==> config.mk <==
export PLATFORM = sky130hd
export DESIGN_NAME = mem_port_arbiter
export DESIGN_NICKNAME = d
export VERILOG_FILES = /design/src/rtl/mem_arb_pkg.sv /design/src/rtl/arb_watchdog.sv /design/src/rtl/mem_port_arbiter.sv
export SDC_FILE = /design/constraint.sdc
export NUM_CORES = 1
export LEC_CHECK = 0
export ABC_AREA = 1
export BUFFER_PORTS_ARGS = -buffer_cell sky130_fd_sc_hd__buf_2
export CAP_MARGIN = 15
export CORE_AREA = 3 3 286 288
export DETAILED_ROUTE_END_ITERATION = 10
export DIE_AREA = 0 0 289 291
export SLEW_MARGIN = 20
export SYNTH_ARGS = -nofsm -noshare
export SYNTH_HDL_FRONTEND = slang
export SYNTH_SLANG_ARGS = --single-unit
==> constraint.sdc <==
create_clock -name clk -period 1.7 [get_ports clk]
set_input_delay 0 -clock clk [delete_from_list [all_inputs] [get_ports clk]]
set_output_delay 0 -clock clk [all_outputs]
set_load 0.005 [all_outputs]
==> src/rtl/mem_arb_pkg.sv <==
// Shared types and default constants for the two-port memory arbiter.
// Used by mem_port_arbiter and arb_watchdog.
package mem_arb_pkg;

  localparam int ADDR_W_DEF  = 32;
  localparam int LINE_W_DEF  = 128;
  localparam int TIMEOUT_DEF = 255;

  typedef enum logic [1:0] {
    IDLE  = 2'd0,
    GNT_I = 2'd1,
    GNT_D = 2'd2
  } arb_state_t;

  typedef enum logic {
    SIDE_I = 1'b0,
    SIDE_D = 1'b1
  } arb_side_t;

  // Decide whether D wins in IDLE; with rotation enabled the side that was
  // not granted last wins a tie, otherwise D always wins.
  function automatic logic pick_d(input logic i_req, input logic d_req,
                                  input logic rotate, input arb_side_t last);
    if (!d_req)
      pick_d = 1'b0;
    else if (!rotate || !i_req)
      pick_d = 1'b1;
    else
      pick_d = (last == SIDE_I);
  endfunction

endpackage

==> src/rtl/arb_watchdog.sv <==
// Grant watchdog: counts stalled grant cycles and flags when the count
// reaches TIMEOUT. Counter is 8 bits and saturates.
module arb_watchdog #(
  parameter int TIMEOUT = 255
) (
  input  logic clk,
  input  logic reset_n,
  input  logic start,
  input  logic run,
  input  logic hit,
  output logic expired
);

  localparam logic [7:0] LIMIT_M1 = 8'(TIMEOUT - 1);

  logic [7:0] count_reg;
  logic [7:0] count_next;
  logic       step;

  assign step = run & ~hit;

  always_comb begin
    count_next = count_reg;
    if (start)
      count_next = 8'd0;
    else if (step && count_reg != 8'hFF)
      count_next = count_reg + 8'd1;
  end

  always_ff @(posedge clk or negedge reset_n) begin
    if (!reset_n)
      count_reg <= 8'd0;
    else
      count_reg <= count_next;
  end

  // Pulses in the stalled cycle whose increment lands the count on TIMEOUT.
  assign expired = step & (count_reg == LIMIT_M1);

endmodule

==> src/rtl/mem_port_arbiter.sv <==
// Arbitrates an I-cache read port and a D-cache read/write port onto one
// backing-memory port. Define ARB_ROUND_ROBIN_EN for alternating tie-break.
module mem_port_arbiter
  import mem_arb_pkg::*;
#(
  parameter int ADDR_W  = ADDR_W_DEF,
  parameter int LINE_W  = LINE_W_DEF,
  parameter int TIMEOUT = TIMEOUT_DEF
) (
  input  logic              clk,
  input  logic              reset_n,
  input  logic              i_req,
  input  logic [ADDR_W-1:0] i_addr,
  output logic              i_done,
  output logic [LINE_W-1:0] i_rdata,
  input  logic              d_req,
  input  logic              d_we,
  input  logic [ADDR_W-1:0] d_addr,
  input  logic [LINE_W-1:0] d_wdata,
  output logic              d_done,
  output logic [LINE_W-1:0] d_rdata,
  output logic              mem_req,
  output logic              mem_we,
  output logic [ADDR_W-1:0] mem_addr,
  output logic [LINE_W-1:0] mem_wdata,
  input  logic              mem_rdy,
  input  logic [LINE_W-1:0] mem_rdata,
  output logic              busy,
  output logic              err
);

  arb_state_t        state_reg;
  arb_state_t        state_next;
  logic              load_i;
  logic              load_d;
  logic              win_d;
  logic              mem_req_reg;
  logic              mem_we_reg;
  logic [ADDR_W-1:0] mem_addr_reg;
  logic [LINE_W-1:0] mem_wdata_reg;
  logic              err_reg;
  logic              expired;

`ifdef ARB_ROUND_ROBIN_EN
  arb_side_t last_grant_reg;

  assign win_d = pick_d(i_req, d_req, 1'b1, last_grant_reg);

  always_ff @(posedge clk or negedge reset_n) begin
    if (!reset_n)
      last_grant_reg <= SIDE_I;
    else if (load_d)
      last_grant_reg <= SIDE_D;
    else if (load_i)
      last_grant_reg <= SIDE_I;
  end
`else
  assign win_d = pick_d(i_req, d_req, 1'b0, SIDE_I);
`endif

  always_comb begin
    state_next = state_reg;
    load_i     = 1'b0;
    load_d     = 1'b0;
    case (state_reg)
      IDLE: begin
        if (win_d) begin
          load_d     = 1'b1;
          state_next = GNT_D;
        end else if (i_req) begin
          load_i     = 1'b1;
          state_next = GNT_I;
        end
      end
      GNT_I, GNT_D: begin
        if (mem_rdy)
          state_next = IDLE;
      end
      default: state_next = IDLE;
    endcase
  end

  always_ff @(posedge clk or negedge reset_n) begin
    if (!reset_n)
      state_reg <= IDLE;
    else
      state_reg <= state_next;
  end

  // Memory-side request fields are captured once at grant time so that
  // requester inputs may change freely while the grant is outstanding.
  always_ff @(posedge clk or negedge reset_n) begin
    if (!reset_n) begin
      mem_req_reg   <= 1'b0;
      mem_we_reg    <= 1'b0;
      mem_addr_reg  <= '0;
      mem_wdata_reg <= '0;
    end else if (load_d) begin
      mem_req_reg   <= 1'b1;
      mem_we_reg    <= d_we;
      mem_addr_reg  <= d_addr;
      mem_wdata_reg <= d_wdata;
    end else if (load_i) begin
      mem_req_reg   <= 1'b1;
      mem_we_reg    <= 1'b0;
      mem_addr_reg  <= i_addr;
    end else if (busy && mem_rdy) begin
      mem_req_reg   <= 1'b0;
    end
  end

  arb_watchdog #(
    .TIMEOUT (TIMEOUT)
  ) u_watchdog (
    .clk     (clk),
    .reset_n (reset_n),
    .start   (load_i | load_d),
    .run     (busy),
    .hit     (mem_rdy),
    .expired (expired)
  );

  always_ff @(posedge clk or negedge reset_n) begin
    if (!reset_n)
      err_reg <= 1'b0;
    else if (expired)
      err_reg <= 1'b1;
  end

  assign busy      = (state_reg != IDLE);
  assign i_done    = (state_reg == GNT_I) & mem_rdy;
  assign d_done    = (state_reg == GNT_D) & mem_rdy;
  assign i_rdata   = mem_rdata;
  assign d_rdata   = mem_rdata;
  assign mem_req   = mem_req_reg;
  assign mem_we    = mem_we_reg;
  assign mem_addr  = mem_addr_reg;
  assign mem_wdata = mem_wdata_reg;
  assign err       = err_reg;

endmodule

==> flow_summary.ini <==
[setup_path]
setup_cp_type = reg2reg
required_ps = 2130
crit_buf_inv = 4
cp_slowest_cell = dfrtp_1
crit_path_cell_trace = inv_1, ha_2, nand2_8, inv_6, buf_12, buf_12, nand2_1, nand2_1
critical_path.max_fanout = 29
arrival_worst_endpoint_ps = 1990
cp_slowest_stage_delay_ps = 380
r2r_slack_ps = 140
crit_path_end_kind = flip-flop
critical-path-top-delay-family = buffers and inverters
startpoint_type = flip-flop

[sta]
worst_pin_slew_ps = 516
min_period_over_period_pct = 91.6
clock.fmax_mhz = 642
relSlewSlack_pct = 65.6
timing_hold_violations_final = 0
report.final.slew_viol_count = 0
timing.final.crit_period_ps = 1560
finClkSkew_ps = 24.4
setup_slack_ps = 143
timing.setup.tns_ps = 0
report.final.setup_viol = 0
grt_setup_unrepaired = yes

[run_status]
status = finished clean

[floorplan]
die_area_um2 = 84100
design.portCount = 748
start_util_pct = 11.3
std_cell_rows = 103
core_region_area_um2 = 79100
die-width_um = 289
fp.dieH_um = 291

[yosys]
synthDistinctLibCells = 22
synth.top_cells.by_area = dfrtp_1, buf_4, nand2_1
synth_seq_cells = 173
synth-adder-area-share_pct = 0.700
syn-num-nets = 1405
synth_top_cell_by_area = dfrtp_1
synth_compound_area_share_pct = 4.48
synth.top_cell.area_share_pct = 48.5
synth.avg_cell_area_um2 = 8.32
synth_xor_area_share_pct = 0.196
synth_instances = 1074
synth_sequential_area_ratio_pct = 48.5
post_synth_instance_area_um2 = 8930
synth-simple-area-share_pct = 21.4
synth-warning-count = 0
largest_family_of_logic_cells_by_synthesized_area = buffers and inverters
yosys-mux-area-fraction_pct = 0

[cells_and_area]
number_of_flip_flops_under_the_largest_register_name = 128
syn2layout_area_growth_pct = 45.5
layoutNonFillerInstCount = 2446
final_cell_mix = nand2_1, buf_2, dlygate4sd3_1
layout_cells_sized_above_1_pct = 30.9
utilization_pct = 16.4
mostFrequentLayoutCell = nand2_1
finalNetCount = 1714
insertedDiodeCount = 0

[routing]
vias_per_cell = 3.18
drt-initial-drc-count = 282
routed_wl_um = 34900
final_antenna_net_count = 0
detail_route.wl_per_cell_um = 14.3
detail_route.drc_violations = 0
detailedRoute.firstPassIterationCount = 5
num_vias = 7790

[run]
drv_cap = 0

[clocking]
ctsHtreeMaxLevel = 4
clk_transition_reported_paths_ps = 80
cts_buffer_count = 17
insertion_delay_ps = 490
cts_tree = built
master_cell_of_the_clock_root_buffer = clkbuf_16
ctsLongestPathBuffers = 2
tritoncts_num_sinks = 173

[pwr]
vdd_ir_drop_max_mv = 0.850
fin_total_pwr_mw = 19.2
power_density_nw_per_um2 = 1480
power.static_leakage_nw = 6.53

[placement]
placement.setup.worst_slack_ps = -53.9
dp_hpwl_um = 25100
routabilityCongestion = 0.780
number_of_placed_cells_counting_well_taps = 2215
port-buffer-count = 363

[hold_path]
min-delay-path-class = in2out

[grt]
grt_pass1_wl_um = 50200
grt.total_usage_pct = 8.14
grt_antenna_before_repair = 0
grt_pass1_vias = 8195
overall_overflow_remaining_after_global_route = 0
grt_max_degree = 51
## layout make-up
cell class              count  area (um2)
clock buffers              21         480
clock inverters            11         204
fillers                  8885       66100
inverters                  18        72.6
multi-input cells         586        2410
flip-flops and latches    173        4330
well taps                1050        1310
repair buffers            587        4180
## path summary, 6_finish.rpt
check / startpoint / endpoint / cells after the start
min in group asynchronous: reset_n / mem_wdata[3] / 3
min reg2reg: mem_wdata[13] / mem_wdata[13] / 2
max: state_reg[0] / mem_wdata[121] / 8
max reg2reg: state_reg[0] / mem_wdata[121] / 8
min: mem_rdata[1] / i_rdata[1] / 0
max in group asynchronous: reset_n / mem_wdata[36] / 4
## where the power goes
part | switching (mW) | internal [mW] | total (mW)
sequential | 1.08 | 6.03 | 7.11
clock | 1.92 | 2.79 | 4.71
combinational | 4.13 | 3.26 | 7.39
total | 7.14 | 12.1 | 19.2
## per-stage QoR
stage	hold WS, ps	area, um2
finish	0.00120	13000
global route	0.0133	13000
CTS	0.0507	13000
detailed placement	-13.4	10300
global placement	-22.1	10300
floorplan	-296	8930
## synth_stat cells, drive strengths merged
cell / count
nand3: 7
o22ai: 1
clkbuf: 8
o21ai: 73
ha: 5
or2: 1
inv: 18
xor2: 2
o21bai: 1
dfrtp: 173
nor2: 43
buf: 289
nand4: 2
nand2: 449
a21oi: 1
a22o: 1
## kinds of logic (layout without fill, tap and decap cells)
logic type / Yosys count / after routing
simple gates: 502 / 502
buf+inv: 315 / 637
flops: 173 / 173
compound gates: 77 / 77
fa+ha+maj: 5 / 5
xor+xnor: 2 / 2
## per-layer routing
metal | global-route usage (%) | routed length [um] | vias up
li1 | - | - | 3650
met1 | 8.05 | 12700 | 3520
met2 | 12.3 | 15200 | 492
met3 | 4.63 | 4380 | 128
met4 | 6.88 | 2520 | 0
met5 | 0 | 0 | -
## repair_timing
item	in CTS	in global routing
pin swaps	0	0
hold endpoints to repair	345	0
setup endpoints to repair	2	1
resized for setup	2	0
buffers inserted	0	0
hold buffers	199	0
Power figures use the tool's default switching activity.
